### config.mk
export PLATFORM = sky130hd
export DESIGN_NAME = cdf_sampler_array
export DESIGN_NICKNAME = d
export VERILOG_FILES = /design/src/rtl/cdf_sampler_pkg.sv /design/src/rtl/cdf_sampler_array_bsearch.sv /design/src/rtl/cdf_sampler_array.sv
export SDC_FILE = /design/constraint.sdc
export NUM_CORES = 2
export LEC_CHECK = 0
export BUFFER_PORTS_ARGS = -buffer_cell sky130_fd_sc_hd__buf_2
export CORE_UTILIZATION = 40
export CTS_CLUSTER_SIZE = 10
export DETAILED_ROUTE_END_ITERATION = 6
export PLACE_DENSITY_LB_ADDON = 0.1
export SYNTH_ARGS = -nofsm -noshare
export SYNTH_HDL_FRONTEND = slang
export SYNTH_SLANG_ARGS = --single-unit
### constraint.sdc
create_clock -name clk -period 4.8 [get_ports clk]
set_input_delay 0.72 -clock clk [delete_from_list [all_inputs] [get_ports clk]]
set_output_delay 0.72 -clock clk [all_outputs]
set_load 0.05 [all_outputs]
### src/rtl/cdf_sampler_pkg.sv
// rtl/cdf_sampler_pkg.sv - shared types and constants for the inverse-CDF sampler array
package cdf_sampler_pkg;

  typedef enum logic [2:0] {S_IDLE, S_FETCH, S_SEARCH, S_EMIT, S_FINI} state_e;

  localparam int DEF_RAND_PORTS  = 4;
  localparam int DEF_PORT_WID    = 32;
  localparam int DEF_BIT_WID     = 8;
  localparam int DEF_POSSI_S     = 32;
  localparam int DEF_RESULT_SIZE = 5;
  localparam int DEF_ROUNDS      = 1;

  function automatic int clog2(input int value);
    int w;
    w = 0;
    while ((1 << w) < value) w++;
    return w;
  endfunction

  function automatic int calc_lanes(input int ports, input int port_wid, input int bit_wid);
    return ports * port_wid / bit_wid;
  endfunction

  localparam int DEF_LANES = calc_lanes(DEF_RAND_PORTS, DEF_PORT_WID, DEF_BIT_WID);

endpackage

### src/rtl/cdf_sampler_array_bsearch.sv
// rtl/cdf_sampler_array_bsearch.sv - one lane: binary search of a random value over the distribution
module cdf_bsearch_lane
  import cdf_sampler_pkg::*;
#(
  parameter int BIT_WID     = DEF_BIT_WID,
  parameter int POSSI_S     = DEF_POSSI_S,
  parameter int RESULT_SIZE = DEF_RESULT_SIZE
) (
  input  logic                       clk,
  input  logic                       rstn,
  input  logic                       start_i,
  input  logic                       step_i,
  input  logic [BIT_WID-1:0]         r_i,
  input  logic [BIT_WID*POSSI_S-1:0] distr_i,
  output logic [RESULT_SIZE-1:0]     res_nxt_o,
  output logic                       sat_o
);

  logic [RESULT_SIZE-1:0] lo_q, lo_d, hi_q, hi_d, mid, mid_inc;
  logic [RESULT_SIZE:0]   sum;
  logic [BIT_WID-1:0]     tab [POSSI_S];
  logic                   go_lo;

  always_comb begin
    for (int i = 0; i < POSSI_S; i++) tab[i] = distr_i[i*BIT_WID +: BIT_WID];
  end

  assign sum     = {1'b0, lo_q} + {1'b0, hi_q};
  assign mid     = sum[RESULT_SIZE:1];
  assign mid_inc = mid + 1'b1;
  assign go_lo   = (r_i <= tab[mid]);
  assign sat_o   = (r_i > tab[POSSI_S-1]);

  // Value lo takes after the current step; sampled by the top on the final step.
  assign res_nxt_o = sat_o ? '1 : (go_lo ? lo_q : mid_inc);

  always_comb begin
    lo_d = lo_q;
    hi_d = hi_q;
    if (start_i) begin
      lo_d = '0;
      hi_d = '1;
    end else if (step_i) begin
      if (go_lo) hi_d = mid;
      else       lo_d = mid_inc;
    end
  end

  always_ff @(posedge clk or negedge rstn) begin
    if (!rstn) begin
      lo_q <= '0;
      hi_q <= '0;
    end else begin
      lo_q <= lo_d;
      hi_q <= hi_d;
    end
  end

endmodule

### src/rtl/cdf_sampler_array.sv
// rtl/cdf_sampler_array.sv - multi-lane inverse-CDF sampler fed from the random buffer ports
module cdf_sampler_array
  import cdf_sampler_pkg::*;
#(
  parameter int  RAND_PORTS  = DEF_RAND_PORTS,
  parameter int  PORT_WID    = DEF_PORT_WID,
  parameter int  BIT_WID     = DEF_BIT_WID,
  parameter int  POSSI_S     = DEF_POSSI_S,
  parameter int  RESULT_SIZE = DEF_RESULT_SIZE,
  parameter int  ROUNDS      = DEF_ROUNDS,
  localparam int LANES       = calc_lanes(RAND_PORTS, PORT_WID, BIT_WID)
) (
  input  logic                           clk,
  input  logic                           rstn,
  input  logic                           enable,
  input  logic [BIT_WID*POSSI_S-1:0]     accu_distr,
  output logic [RAND_PORTS-1:0]          rand_rd,
  input  logic [RAND_PORTS-1:0]          rand_ready,
  input  logic [RAND_PORTS*PORT_WID-1:0] rand_data,
  output logic [RESULT_SIZE*LANES-1:0]   result,
  output logic [LANES-1:0]               sat,
  output logic                           result_valid,
  output logic                           ready,
  output logic                           done
);

  localparam int               CNT_W    = clog2(RESULT_SIZE + 1);
  localparam logic [CNT_W-1:0] CNT_LAST = CNT_W'(RESULT_SIZE - 1);
  localparam logic [7:0]       ROUNDS_L = 8'(ROUNDS);

  state_e                         state_q, state_d;
  logic [RAND_PORTS-1:0]          got_q, got_d;
  logic [7:0]                     round_q, round_d;
  logic [CNT_W-1:0]               cnt_q, cnt_d;
  logic [BIT_WID*POSSI_S-1:0]     distr_q;
  logic [RAND_PORTS*PORT_WID-1:0] data_q;
  logic [RESULT_SIZE*LANES-1:0]   result_q, res_nxt;
  logic [LANES-1:0]               sat_q, sat_nxt;
  logic                           snap, start, step, commit;

  always_comb begin
    state_d = state_q;
    got_d   = got_q;
    round_d = round_q;
    cnt_d   = cnt_q;
    snap    = 1'b0;
    start   = 1'b0;
    step    = 1'b0;
    commit  = 1'b0;
    rand_rd = '0;
    unique case (state_q)
      S_IDLE: if (enable) begin
        snap    = 1'b1;
        round_d = '0;
        got_d   = '0;
        state_d = S_FETCH;
      end
      S_FETCH: if (!enable) begin
        state_d = S_IDLE;
      end else begin
        rand_rd = rand_ready & ~got_q;
        got_d   = got_q | rand_rd;
        if (&got_d) begin
          start   = 1'b1;
          cnt_d   = '0;
          state_d = S_SEARCH;
        end
      end
      S_SEARCH: if (!enable) begin
        state_d = S_IDLE;
      end else begin
        step = 1'b1;
        if (cnt_q == CNT_LAST) begin
          commit  = 1'b1;
          state_d = S_EMIT;
        end else begin
          cnt_d = cnt_q + 1'b1;
        end
      end
      S_EMIT: begin
        got_d   = '0;
        round_d = round_q + 1'b1;
        if (!enable)                state_d = S_IDLE;
        else if (round_d == ROUNDS_L) state_d = S_FINI;
        else                        state_d = S_FETCH;
      end
      S_FINI: if (!enable) state_d = S_IDLE;
      default: state_d = S_IDLE;
    endcase
  end

  always_ff @(posedge clk or negedge rstn) begin
    if (!rstn) state_q <= S_IDLE;
    else       state_q <= state_d;
  end

  // Results are captured on the last search step so they appear together with result_valid.
  always_ff @(posedge clk or negedge rstn) begin
    if (!rstn) begin
      got_q    <= '0;
      round_q  <= '0;
      cnt_q    <= '0;
      distr_q  <= '0;
      data_q   <= '0;
      result_q <= '0;
      sat_q    <= '0;
    end else begin
      got_q   <= got_d;
      round_q <= round_d;
      cnt_q   <= cnt_d;
      if (snap) distr_q <= accu_distr;
      for (int p = 0; p < RAND_PORTS; p++) begin
        if (rand_rd[p]) data_q[p*PORT_WID +: PORT_WID] <= rand_data[p*PORT_WID +: PORT_WID];
      end
      if (commit) begin
        result_q <= res_nxt;
        sat_q    <= sat_nxt;
      end
    end
  end

  for (genvar k = 0; k < LANES; k++) begin : g_lane
    cdf_bsearch_lane #(
      .BIT_WID    (BIT_WID),
      .POSSI_S    (POSSI_S),
      .RESULT_SIZE(RESULT_SIZE)
    ) u_lane (
      .clk      (clk),
      .rstn     (rstn),
      .start_i  (start),
      .step_i   (step),
      .r_i      (data_q[k*BIT_WID +: BIT_WID]),
      .distr_i  (distr_q),
      .res_nxt_o(res_nxt[k*RESULT_SIZE +: RESULT_SIZE]),
      .sat_o    (sat_nxt[k])
    );
  end

  assign result       = result_q;
  assign sat          = sat_q;
  assign result_valid = (state_q == S_EMIT);
  assign ready        = (state_q == S_IDLE);
  assign done         = (state_q == S_FINI);

endmodule

==> impl_metrics.toml <==
[floorplan]
core-area_sq_mm = 0.1744
die_y_um = 421.5
die_x_um = 421.5
initial_core_util_pct = 40.37
floorplan.rows = 153
dieArea_sq_mm = 0.1777
io_pins = 494

[timing]
whs_ps = 33.30
slew_violations = 0
slew_headroom_pct = 16.51
maxClockFrequency_mhz = 208.0
finalCriticalPeriod_ps = 4807
worst_pin_slew_ps = 1248
finalHoldViolCount = 0
rsz0062_at_grt = "true"
finalSetupViolations = 2
fin_crit_sh_pct = 100.2
fin_ws_ps = -7.345
finClkSkew_ps = 48.95

[global_route]
grt_pass1_vias = 66000
track_usage_pct = 40.99
grt_max_degree = 111
grt_pass1_wl_mm = 516.4
overflow = 0
antenna_found_initial = 22

[placement]
io_buffers = 493
dpl.hpwl_mm = 284.2
gp_congestion = 1.071
preCtsSetupSlack_ps = -248.9

[clocking]
cts-buffers-inserted = 83
cts_tree = "yes"
clk_path_buf_depth = 3
clkSlewWorstSetupHoldPaths_ps = 50
cts-htree-levels = 3
cts_hold_buffers = 0
insertion_delay_ps = 780
clock_sinks = 658
cts_root_buf = "clkbuf_16"

[finish]
post-route-util_pct = 49.40
drive_above_1_share_pct = 40.91
mostFrequentLayoutCell = "nand2_1"
fillers = 16160
fin_nets = 8549
area_growth_pct = 22.38
final_cell_mix = "1,600 x nand2_1, 1,024 x mux4_2, 880 x buf_4, 658 x dfrtp_1, 492 x buf_2"

[detailed_routing]
vias_per_cell = 6.873
drt-initial-drc-count = 10700
vias = 69970
drtPass1Iterations = 6
route.detailed.drc = 0
wl_per_cell_um = 36.87
postRouteAntennaNets = 0
wirelength_mm = 375.4

[synth]
ys_types = 80
ys_seq_area_share_pct = 23.39
synth_top_area_cell = "mux4_2"
synth_warnings = 0
dominantRegCellSynth = "dfrtp_1"
synth_top_area_share_pct = 32.76
synth_area_sq_mm = 0.07040
synth_edf_count = 0
syn_nets = 7668
synthCells = 6921
synthTopCellsByArea = "mux4_2 33%, dfrtp_1 23%, nand2_1 8.6%, ha_1 6.0%, mux2_2 4.0%"
synth.avg_cell_area_sq_um = 10.17
synth_seq_cells = 658
synthArstFlopShare_pct = 100.0

[hold_path]
hp-class = "input pin to asynchronous set/reset pin"

[worst_setup_path]
rr_startpoint = "g_lane[8].u_lane.lo_q[0]"
cp_max_fo = 30
reg2reg_depth = 16
critPathRequiredTime_ps = 5440
arrival_ps = 5440
endpoint_kind = "flip-flop"
rr_endpoint = "result[42]"
worstSetupPathType = "flip-flop to flip-flop"
rrSetupSlack_ps = -7
crit_path_start_kind = "flip-flop"

[flow_run]
maxCapViolations = 0

[status]
violations = "negative setup slack"
status = "finished, violations left"
[synthesized netlist by cell type (all sizes together), types with 49 or more instances]
| cell | instances |
|---|---|
| o21ai | 178 |
| nand2 | 1609 |
| mux2i | 156 |
| clkbuf | 368 |
| a21oi | 281 |
| ha | 340 |
| nand3 | 529 |
| inv | 79 |
| dfrtp | 658 |
| nor2 | 191 |
| nor3 | 82 |
| mux2 | 249 |
| buf | 379 |
| mux4 | 1024 |
| xnor2 | 64 |
| nand4 | 188 |
| a21o | 49 |
[state kept, by name, indices dropped and copies added, names as in the netlist, 4 cells and up]
| name | flops |
|---|---|
| distr_q | 256 |
| data_q | 128 |
| g_lane.u_lane.hi_q | 80 |
| g_lane.u_lane.lo_q | 80 |
| result | 80 |
| sat | 16 |
| round_q | 8 |
| got_q | 4 |
[through the flow]
step,std cells,instance area [sq um],TNS [ps]
after CTS,10030,84010,0
after detailed placement,9885,81140,-9680
final,10180,86160,-10.43
after global placement,9885,81140,-5995
after floorplan,6921,70400,0
after global routing,10170,86140,-254.5
[critical path, cell delays in order (launching register included)]
cell and delay, ps:
dfrtp_1 400, and2_1 160, fa_4 780, buf_16 220, mux4_2 540, nand2_1 80, nand3_1 260, nand4_1 220
buf_4 180, ha_1 250, and3_1 210, a221o_1 350, a22oi_1 170, buf_4 210, buf_4 180, mux2i_1 260
a21oi_1 100
[worst max path at each step]
| stage | start | to | slack, ps |
|---|---|---|---|
| finish | g_lane[8].u_lane.lo_q[0] | result[42] | -7 |
| global route | g_lane[10].u_lane.lo_q[0] | result[53] | -70 |
| CTS | g_lane[1].u_lane.hi_q[0] | result[9] | 2 |
| detailed placement | g_lane[7].u_lane.hi_q[0] | g_lane[7].u_lane.hi_q[1] | -250 |
| global placement | g_lane[6].u_lane.lo_q[0] | result[34] | -200 |
| floorplan | g_lane[10].u_lane.lo_q[0] | g_lane[10].u_lane.hi_q[0] | 600 |
[kinds of logic (layout without fill, tap and decap cells)]
logic type / Yosys count / count (layout) / share of synthesized area (%)
flops: 658 / 658 / 23.39
mux: 1429 / 1429 / 38.96
xor+xnor: 93 / 93 / 1.189
buf+inv: 826 / 1749 / 5.262
compound gates: 760 / 760 / 7.027
simple gates: 2799 / 2799 / 17.68
other cells: 0 / 12 / 0
fa+ha+maj: 356 / 356 / 6.498
[final cells by class]
class	instances	area, sq um	area share [%]
antenna	12	30.03	0.03485
clock buffer	110	2341	2.717
clock inverter	17	175.2	0.2033
inverter	79	296.5	0.3442
multi-input combinational	5437	51520	59.80
sequential	658	16470	19.11
tap	2325	2909	3.376
timing repair buffer	1543	12420	14.42
[per-layer routing]
layer  GRT usage [%]  vias to the layer above  wire length (um)
met5               0                        -               129
met4           21.80                       18             25230
met3           17.21                     1337             53170
met2           59.00                     5384            157700
met1           52.13                    35260            139200
li1                -                    27980                 -
[repair_timing]
action | CTS | global route
cloned | 3 | 7
hold endpoints to repair | 0 | 0
gates resized for setup | 27 | 160
setup endpoints to repair | 132 | 220
buffers inserted | 17 | 132
pin swaps | 8 | 51
Power is left out: the tool's default activity adds up to more than one toggle a clock period on the data nets, which glitch-free logic cannot reach.
